==> src/rtl/fetch_queue.sv <==
// rtl/fetch_queue.sv - instruction fetch queue between instruction memory and the IF/ID register
module fetch_queue #(
    parameter logic [31:0] RESET_PC = 32'h0001_0000,
    parameter int          DEPTH    = 4,
    parameter logic [31:0] BUBBLE   = 32'h0000_0000
) (
    input  logic                         clk,
    input  logic                         rst,
    input  logic                         stall,
    input  logic                         br_early_valid,
    input  logic [31:0]                  br_early_pc,
    input  logic                         br_late_valid,
    input  logic [31:0]                  br_late_pc,
    output logic [31:0]                  iaddr,
    input  logic                         iready_n,
    input  logic [31:0]                  idata,
    output logic                         inst_valid,
    output logic [31:0]                  inst,
    output logic [31:0]                  inst_pc,
    output logic [31:0]                  inst_pcp4,
    output logic [4:0]                   rs1_early,
    output logic [4:0]                   rs2_early,
    output logic [$clog2(DEPTH+1)-1:0]   count,
    output logic                         full,
    output logic                         empty
);

    localparam int AW = $clog2(DEPTH);
    localparam int CW = $clog2(DEPTH+1);

    logic [31:0]   mem_pc   [DEPTH];
    logic [31:0]   mem_inst [DEPTH];
    logic [AW-1:0] rd_ptr;
    logic [AW-1:0] wr_ptr;

    logic        flush;
    logic [31:0] target;
    logic        push;
    logic        pop;

    // Late redirect wins: EX holds the older instruction
    assign flush  = br_late_valid | br_early_valid;
    assign target = br_late_valid ? br_late_pc : br_early_pc;

    assign full  = (count == CW'(DEPTH));
    assign empty = (count == '0);
    assign push  = !iready_n && !full && !flush;
    assign pop   = !stall && !empty && !flush;

    always_ff @(posedge clk) begin
        if (!rst) begin
            iaddr  <= RESET_PC;
            rd_ptr <= '0;
            wr_ptr <= '0;
            count  <= '0;
        end else if (flush) begin
            iaddr  <= target;
            rd_ptr <= '0;
            wr_ptr <= '0;
            count  <= '0;
        end else begin
            if (push) begin
                iaddr  <= iaddr + 32'd4;
                wr_ptr <= wr_ptr + AW'(1);
            end
            if (pop) begin
                rd_ptr <= rd_ptr + AW'(1);
            end
            case ({push, pop})
                2'b10:   count <= count + CW'(1);
                2'b01:   count <= count - CW'(1);
                default: count <= count;
            endcase
        end
    end

    // Entry contents are don't-care after reset, so storage carries no reset
    always_ff @(posedge clk) begin
        if (push) begin
            mem_pc[wr_ptr]   <= iaddr;
            mem_inst[wr_ptr] <= idata;
        end
    end

    always_comb begin
        inst_valid = !empty;
        inst       = BUBBLE;
        inst_pc    = 32'd0;
        if (!empty) begin
            inst    = mem_inst[rd_ptr];
            inst_pc = mem_pc[rd_ptr];
        end
        inst_pcp4 = inst_pc + 32'd4;
        rs1_early = inst[19:15];
        rs2_early = inst[24:20];
    end

endmodule
==> config.mk <==
export PLATFORM = sky130hd
export DESIGN_NAME = fetch_queue
export DESIGN_NICKNAME = d
export VERILOG_FILES = /design/src/rtl/fetch_queue.sv
export SDC_FILE = /design/constraint.sdc
export NUM_CORES = 1
export LEC_CHECK = 0
export ABC_CLOCK_PERIOD_IN_PS = 5700
export CAP_MARGIN = 20
export CORE_MARGIN = 2
export CORE_UTILIZATION = 50
export DETAILED_ROUTE_END_ITERATION = 8
export PLACE_DENSITY = 0.86
export SLEW_MARGIN = 20
export SYNTH_ARGS = -nofsm -noshare
export SYNTH_HDL_FRONTEND = slang
export SYNTH_SLANG_ARGS = --single-unit
==> constraint.sdc <==
create_clock -name clk -period 5.7 [get_ports clk]
set_clock_uncertainty 0.05 [all_clocks]
set_input_delay 1.14 -clock clk [delete_from_list [all_inputs] [get_ports clk]]
set_output_delay 1.14 -clock clk [all_outputs]
set_load 0.1 [all_outputs]
==> results.txt, run 1 <==
The run finished with clean final reports. The data arrival time of the critical path was 3.95 ns; the final critical-path setup slack was 0.562 ns. Setup violations remaining at the end of the flow were counted as 0. For this run, the share of the core covered by cells in the final layout is 64.8%. The wire-length estimate of the detail-placed layout is 21.4 mm. For the number of antenna violations at the first check in global routing, the log shows 0.

The floorplan row count came out at 59. The tools report the clock latency on the worst-skew pair as 0.53 ns. On the critical path, the stage with the largest delay is an instance of sky130_fd_sc_hd__dfxtp_4. The via count of the first global-routing pass was 8866. The all-layer global routing usage is 22.7%, and the area of the mapped netlist is 13300 um2.

The first global-routing pass estimated 49.5 mm of wire. For the number of hold buffers added after cts, the log shows 0. The critical path startpoint category is a flip-flop. In the synthesized netlist the async set-or-reset flop fraction comes to 0%.

The first detailed-routing pass ran for 5 iterations. In the synthesized netlist, the number of instances is 878. The hold violation total from the final report was 0. For this run, design rule violations remaining after detail routing come to 0. The remaining antenna violation count is 0, and the die span in y is 167 um. The per-cell routed wire length is 21.7 um.

The worst setup path category was flip-flop to output port. The fill cell instance count of the final layout was 1850. At the pin with the least slew margin, the transition time is 1.03 ns. Summed over all layers, the routed wires come to 31.7 mm. Die span in x: 167 um. In the final timing run, aggregate negative setup slack is 0 ns. In the synthesized netlist the dominant register cell turns out to be sky130_fd_sc_hd__edfxtp_1.

The logs give 64.2% for the proportion of synthesized chip area in sequential cells and 50.9% for the effective utilization at floorplan. The maximum cell stage delay along the critical path was 0.71 ns; the power density over cell area was 279 nW/um2. The repair_antennas step left the layout with diodes totalling 0. The tools report the design area as 16900 um2. The routed layout has 8659 vias. Together, buffers and inverters on the worst path number 2.

The final-report max-slew violation count came out at 0. Including well taps, the total number of placed cells is 1411. The tool flagged a number of max-cap violations equal to 0.

For the post-cts repair resize count, the log shows 0. Before CTS, the worst setup slack after placement is 1.09 ns. Once layout is complete, the cells apart from fillers number 1464.

The register clock-pin slew on the reported worst setup and hold paths was 0.07 ns; the maximum root-to-sink buffer count was 3. The tools report the maximum VDD drop as 0.000182 V. Counting I/O delays and the setup requirement, the final critical path takes 5.14 ns. Timing would allow up to 195 MHz. In this run the post-CTS setup repair buffer count came out at 0. Setup repair after global routing left no endpoint under its margin.

In this run, the number of DRC markers left after iteration 0 of detailed routing was 706. TritonCTS built the clock tree. In this run the cell area measured after placement is 16000 um2. Number of enable flip-flop cells after synthesis: 256. During synthesis, Yosys emitted a total of 0 warnings. Cell family with the largest share of critical-path delay: simple AND/OR/NAND/NOR gates. The floorplan step defined a die boundary enclosing 27800 um2. The worst register-to-register path has a setup slack of 2.39 ns. STA classifies the critical path endpoint as an output port. The maximum fanout along the worst path is 47. The total congestion overflow is 0. In this run the clock root is driven by a sky130_fd_sc_hd__clkbuf_16. Entering global routing, the biggest net connects 65 pins. Cells with a size suffix above 1 make up 16.6% of the layout. The number of nets handed over by synthesis was 988. The tools report the H-tree depth as 1. The signal on the critical path passes through buf_4 > mux4_2 > nor2_1 > nand3_1 > nor3_1 > xor2_4 > buf_4. Power comes to 4.70 mW. The post-detailed-route via-to-cell ratio was 5.91; the leakage power was 5.62 nW. The global placement routability congestion was 0.882. Buffers placed on the I/O ports in this run total 245. The tools report the area of the core as 26100 um2. 246 I/O pins were placed. In this run the mean area of a mapped cell was 15.1 um2. In this run, CTS created clock tree buffers numbering 29. Data on the critical path is required at its endpoint by 4.51 ns.

The number of different library cells used by synthesis comes to 57. The cell that appears most often on the critical path is sky130_fd_sc_hd__buf_4. Of the available clock period, the critical path in the final layout requires 90.1%. The run gives 1217 as the number of nets in the layout. Relative to the synthesized area, the layout overhead comes to 27.4%.

Synthesis inferred 297 register bits. The sink count of the clock tree is 297. The path category of the worst min-delay check is flip-flop to flip-flop.

The worst pin sits at a relative slew slack of 30.8%. On the final layout, the worst hold slack is 0.460 ns.
## logic make-up (layout without fill, tap and decap cells)
logic type | Yosys count | after routing | share of synthesized area [%]
muxes | 77 | 77 | 12.4
DFF | 297 | 297 | 64.2
buffers and inverters | 77 | 328 | 3.12
AOI/OAI and AO/OA | 98 | 98 | 4.85
adders and majority gates | 8 | 8 | 0.811
and+or+nand+nor | 267 | 267 | 11.1
xor gates and xnor gates | 54 | 54 | 3.57
## layout by cell type, fill, tap and decap left out, types with 4 or more instances in the layout
cell type                           n
sky130_fd_sc_hd__clkinv_1           4
sky130_fd_sc_hd__and3_1             8
sky130_fd_sc_hd__buf_4             39
sky130_fd_sc_hd__edfxtp_1         256
sky130_fd_sc_hd__dfxtp_1           36
sky130_fd_sc_hd__and2_1            64
sky130_fd_sc_hd__clkinv_2          11
sky130_fd_sc_hd__and3_4             4
sky130_fd_sc_hd__nand3_1           33
sky130_fd_sc_hd__nand2_1           55
sky130_fd_sc_hd__inv_1             17
sky130_fd_sc_hd__nor3_1             8
sky130_fd_sc_hd__mux4_2            62
sky130_fd_sc_hd__xnor2_2            7
sky130_fd_sc_hd__xnor2_1           23
sky130_fd_sc_hd__ha_1               7
sky130_fd_sc_hd__mux2i_1            9
sky130_fd_sc_hd__and4_1             8
sky130_fd_sc_hd__clkbuf_1           4
sky130_fd_sc_hd__nor4_1             4
sky130_fd_sc_hd__xor2_1            20
sky130_fd_sc_hd__nand4_1           25
sky130_fd_sc_hd__o211ai_1           8
sky130_fd_sc_hd__mux4_1             6
sky130_fd_sc_hd__clkbuf_16         29
sky130_fd_sc_hd__a22oi_1            8
sky130_fd_sc_hd__a211oi_1           8
sky130_fd_sc_hd__o21ai_0           22
sky130_fd_sc_hd__a21oi_1           28
sky130_fd_sc_hd__nor2_1            32
sky130_fd_sc_hd__clkdlybuf4s50_1  216
## final timing paths
| path | startpoint | end | cells after the start |
|---|---|---|---|
| hold reg to reg | wr_ptr[1]$_SDFFE_PP0P_ | wr_ptr[1]$_SDFFE_PP0P_ | 2 |
| setup / recovery | flip-flop | inst_pcp4[22] | 7 |
| setup reg to reg | count[0]$_SDFFE_PP0P_ | count[2]$_SDFFE_PP0P_ | 9 |
| hold / removal | wr_ptr[1]$_SDFFE_PP0P_ | wr_ptr[1]$_SDFFE_PP0P_ | 2 |
## sequential cells by signal, indices dropped and copies added (netlist names), named ones only
name	flops
iaddr	32
wr_ptr	2
rd_ptr	2
mem_pc	128
count	3
mem_inst	128
## cell type report
cell class	count	area, um2	area share [%]
clock inverters	20	186	1.10
flip-flops and latches	297	8520	50.4
multi-input cells	504	4490	26.6
repair buffers	255	2450	14.5
clock buffers	33	741	4.38
inverters	20	78.8	0.467
well taps	335	419	2.48
## cells in the mapped netlist, types with 10 or more instances
| master | count | share of area [%] |
|---|---|---|
| sky130_fd_sc_hd__xor2_1 | 23 | 1.5 |
| sky130_fd_sc_hd__nor2_1 | 33 | 0.93 |
| sky130_fd_sc_hd__nand4_1 | 25 | 1.2 |
| sky130_fd_sc_hd__buf_4 | 18 | 1.0 |
| sky130_fd_sc_hd__mux4_2 | 62 | 11 |
| sky130_fd_sc_hd__inv_1 | 18 | 0.51 |
| sky130_fd_sc_hd__nand3_1 | 33 | 1.2 |
| sky130_fd_sc_hd__buf_2 | 10 | 0.38 |
| sky130_fd_sc_hd__edfxtp_1 | 256 | 58 |
| sky130_fd_sc_hd__and2_1 | 65 | 3.1 |
| sky130_fd_sc_hd__a21oi_1 | 29 | 1.1 |
| sky130_fd_sc_hd__dfxtp_1 | 41 | 6.2 |
| sky130_fd_sc_hd__clkbuf_1 | 21 | 0.59 |
| sky130_fd_sc_hd__and3_1 | 12 | 0.57 |
| sky130_fd_sc_hd__o21ai_0 | 22 | 0.83 |
| sky130_fd_sc_hd__xnor2_1 | 31 | 2.0 |
| sky130_fd_sc_hd__nand2_1 | 56 | 1.6 |
## routing by layer
metal	routed length (um)	vias up	GRT usage (%)
li1	-	3852	-
met1	12200	4280	29.4
met2	15700	454	38.5
met3	2610	73	4.13
met4	1200	0	8.40
met5	0	-	0
## tightest hold or removal path: cells and delay by family (launching register included)
family,cells,cell delay (ns)
and+or+nand+nor,1,0.07
DFF,1,0.34
AOI/OAI and AO/OA,1,0.05
## power breakdown
group | internal (mW) | switching (mW) | total (mW)
combinational | 0.143 | 0.258 | 0.401
sequential | 2.40 | 0.0507 | 2.45
clock | 1.07 | 0.784 | 1.86
(Power assumes the default switching activity.)
==> inputs of run 2 (changes only) <==
Settings changed: CELL_PAD_IN_SITES_DETAIL_PLACEMENT set to 1, CELL_PAD_IN_SITES_GLOBAL_PLACEMENT set to 2, CORE_UTILIZATION 50 to 40, PLACE_DENSITY 0.86 to 0.95.
==> run 2 against run 1 <==
  * Sequential power about the same
  * Design area up 1.3%
  * Register-to-register slack worse by 0.18 ns
==> results.txt, run 2 (same netlist as run 1, synthesis figures left out) <==
The logs give 3.73 mW (+3.2%) for the internal power contribution and 2.19 mm (-16%) for the wire length on met3. The hold violation total from the final report is 0 (unchanged), and the setup-violating endpoint count in the final report is 0 (unchanged). Setup repair after global routing left no endpoint under its margin.

The die span in x works out to 186 um (+12%). The worst-margin pin slew was 1.06 ns (+0.0275 ns). The number of design-rule violations left by the first detailed-router iteration is 606 (-14%). The portion of the clock cycle consumed by the worst path in the final layout is 91.5% (+1.3 points). The run gives 246 (unchanged) as the count of pins on the block boundary. The flow ran to the end, and the final reports show no timing, DRC or antenna violations. The total length of routed met2 wires is 17.8 mm (+14%), and the all-layer global routing usage is 21.0% (-1.7 points). The die span in y is 186 um (+12%), and the register-to-register setup slack is 2.21 ns (-0.18 ns). The run gives 0 (unchanged) as the number of antenna violations at the first check in global routing. The most common cell after layout, fill and taps aside was sky130_fd_sc_hd__edfxtp_1.

The total wire length after detailed routing came out at 36.5 mm (+15%). The worst register-to-register path begins at count[0]$_SDFFE_PP0P_. The number of hold buffers added after cts was 0 (unchanged).

The largest registers in the layout are mem_inst x128, mem_pc x128, iaddr x32. The worst setup path is captured at an output port. For the via count of the first global-routing pass, the log shows 9087 (+2.5%).

The largest net degree at the start of global routing was 65 (unchanged); the post-detailed-route via-to-cell ratio was 5.44 (-8.0%). The clock power share is 41.4% (+1.9 points), and the maximum VDD drop is 0.000240 V (+32%). The critical path data required time was 4.51 ns (about the same). The DRC violations left came out at 0 (unchanged). Signal routing reaches up to met4.

The fill cell instance count of the final layout was 3150 (+70%). The capturing element of the worst setup path is inst_pcp4[14]. The cell sitting at the root of the clock tree is a sky130_fd_sc_hd__clkbuf_16. The die footprint was 34600 um2 (+24%); the routed via count was 8568 (-1.1%). For the final HPWL from detailed placement, the log shows 25.3 mm (+18%). The switching power came out at 1.15 mW (+4.9%).

The global-route wire length before repair was 54.8 mm (+11%). The max-capacitance violation count is 0 (unchanged). For the remaining antenna violation count, the log shows 0 (unchanged).

The relative slew slack is 29.2% (-1.6 points), and the antenna diode count is 0 (unchanged). Leaving out fill and tap cells, the most frequent cells in the layout are sky130_fd_sc_hd__edfxtp_1, sky130_fd_sc_hd__clkdlybuf4s50_1, sky130_fd_sc_hd__and2_1. The maximum fanout along the worst path was 57 (+21%).

The H-tree depth was 1 (unchanged). The worst hold slack came out at 0.458 ns (-0.00266 ns). The logs give 8.3% (-0.2 points) for the part of the power in combinational logic and 0 (unchanged) for the post-CTS repair timing setup buffer count. TritonCTS built the clock tree. The fmax was 192 MHz (-1.4%); the post-cts repair resize count was 0 (unchanged).

The final-report max-slew violation count was 0 (unchanged). The path class of the tightest hold or removal check is flip-flop to flip-flop. The logs give 4.02 ns (+0.07 ns) for the data arrival time of the critical path and 15.9 mm (+30%) for the total routed wire length on the met1 layer. The tools report the final critical-path setup slack as 0.487 ns (-0.0747 ns). The minimum period implied by the final worst setup slack was 5.21 ns (+0.0747 ns); the number of stages on the worst hold path was 2 (unchanged). The worst reg-to-reg path cell count came out at 9 (unchanged). The run gives 66 (+12%) as the floorplan row count. Relative to the synthesized area, the layout overhead comes to 29.1%.

The total congestion overflow was 0 (unchanged). The logs give 5 (unchanged) for the first-pass detailed-route iteration total and 0.56 ns (+0.03 ns) for the clock latency on the worst-skew pair. The logs give 32600 um2 (+25%) for the area of the core and 0.793 (-10%) for the global placement routability congestion. The maximum root-to-sink buffer count came out at 3 (unchanged). Ratio of cells with drive above 1 in the final layout: 16.3% (-0.31 points). The sink count of the clock tree came out at 297 (unchanged).

The register clock-pin slew on the reported worst setup and hold paths was 0.06 ns (about the same); the leakage power was 5.65 nW (+0.67%). The power density over cell area is 285 nW/um2 (+2.2%). The endpoint identified for the worst register-to-register timing path is count[2]$_SDFFE_PP0P_. The post-route setup TNS came out at 0 ns (unchanged). The switching portion of total power was 23.5% (+0.28 points). The run gives 31 (+6.9%) as the total CTS buffers. The effective utilization at floorplan is 40.7% (-10 points).

The portion of total power attributed to sequential cells is 50.3% (-1.7 points), and the quantity of I/O buffers inserted on ports is 245 (unchanged). The number of nets in the layout came out at 1220 (+0.25%). The per-cell routed wire length was 23.2 um (+6.8%). The worst setup path category was flip-flop to output port. The tools report the critical path startpoint category as a flip-flop.

Post-placement setup slack: 1.02 ns (-0.0646 ns).
-- run 2: through the flow --
stage	std cells	power (mW)	area (um2)	utilization, %
floorplan	878	2.72	13400	-
global placement	1519	2.89	16100	49.4
detailed placement	1519	2.91	16100	49.4
CTS	1574	4.91	17100	52.5
global route	1574	5.00	17100	52.5
finish	1574	4.88	17100	52.5
-- run 2: layout make-up --
| cell class | count | area [um2] | share of cell area [%] |
|---|---|---|---|
| Inverter | 20 | 78.8 | 0.460 |
| Sequential cell | 297 | 8520 | 49.8 |
| Multi-Input combinational cell | 504 | 4490 | 26.2 |
| Tap cell | 442 | 553 | 3.23 |
| Clock buffer | 39 | 816 | 4.77 |
| Timing Repair Buffer | 256 | 2470 | 14.4 |
| Clock inverter | 16 | 188 | 1.10 |
-- run 2: how the worst min path moves through the flow --
| stage | startpoint | endpoint | slack, ns |
|---|---|---|---|
| after CTS | wr_ptr[1]$_SDFFE_PP0P_ | wr_ptr[1]$_SDFFE_PP0P_ | 0.46 |
| after global placement | count[2]$_SDFFE_PP0P_ | count[2]$_SDFFE_PP0P_ | 0.42 |
| after global routing | wr_ptr[1]$_SDFFE_PP0P_ | wr_ptr[1]$_SDFFE_PP0P_ | 0.49 |
| after detailed placement | count[2]$_SDFFE_PP0P_ | count[2]$_SDFFE_PP0P_ | 0.45 |
| after floorplan | wr_ptr[1]$_SDFFE_PP0P_ | wr_ptr[1]$_SDFFE_PP0P_ | 0.42 |
| final | wr_ptr[1]$_SDFFE_PP0P_ | wr_ptr[1]$_SDFFE_PP0P_ | 0.46 |
-- run 2: routing by layer --
metal  track usage [%]  vias up
met5                 0        -
li1                  -     3857
met2              35.7      294
met3              3.89       40
met4              4.35        0
met1              28.2     4377
-- run 2: critical path: stages, from the launching register on --
cell and delay (ns):
sky130_fd_sc_hd__dfxtp_4 0.82, sky130_fd_sc_hd__mux4_1 0.34, sky130_fd_sc_hd__nand2_4 0.07, sky130_fd_sc_hd__clkinvlp_4 0.09
sky130_fd_sc_hd__ha_1 0.20, sky130_fd_sc_hd__and2_1 0.17, sky130_fd_sc_hd__o211ai_1 0.21, sky130_fd_sc_hd__nor3_1 0.67
sky130_fd_sc_hd__nand3_1 0.37, sky130_fd_sc_hd__xnor2_4 0.29, sky130_fd_sc_hd__buf_12 0.20
-- run 2: power groups by stage --
stage	logic (mW)	registers, mW	clock network (mW)
after global routing	0.427	2.46	2.12
final	0.405	2.45	2.02
after global placement	0.399	2.49	0
after floorplan	0.136	2.59	0
after CTS	0.408	2.45	2.04
after detailed placement	0.406	2.50	0
==> inputs of run 3 (changes only) <==
Settings changed: CTS_CLUSTER_SIZE set to 30.
==> results of run 3 <==
No change in the layout: final DEF, timing and power equal those of run 2.
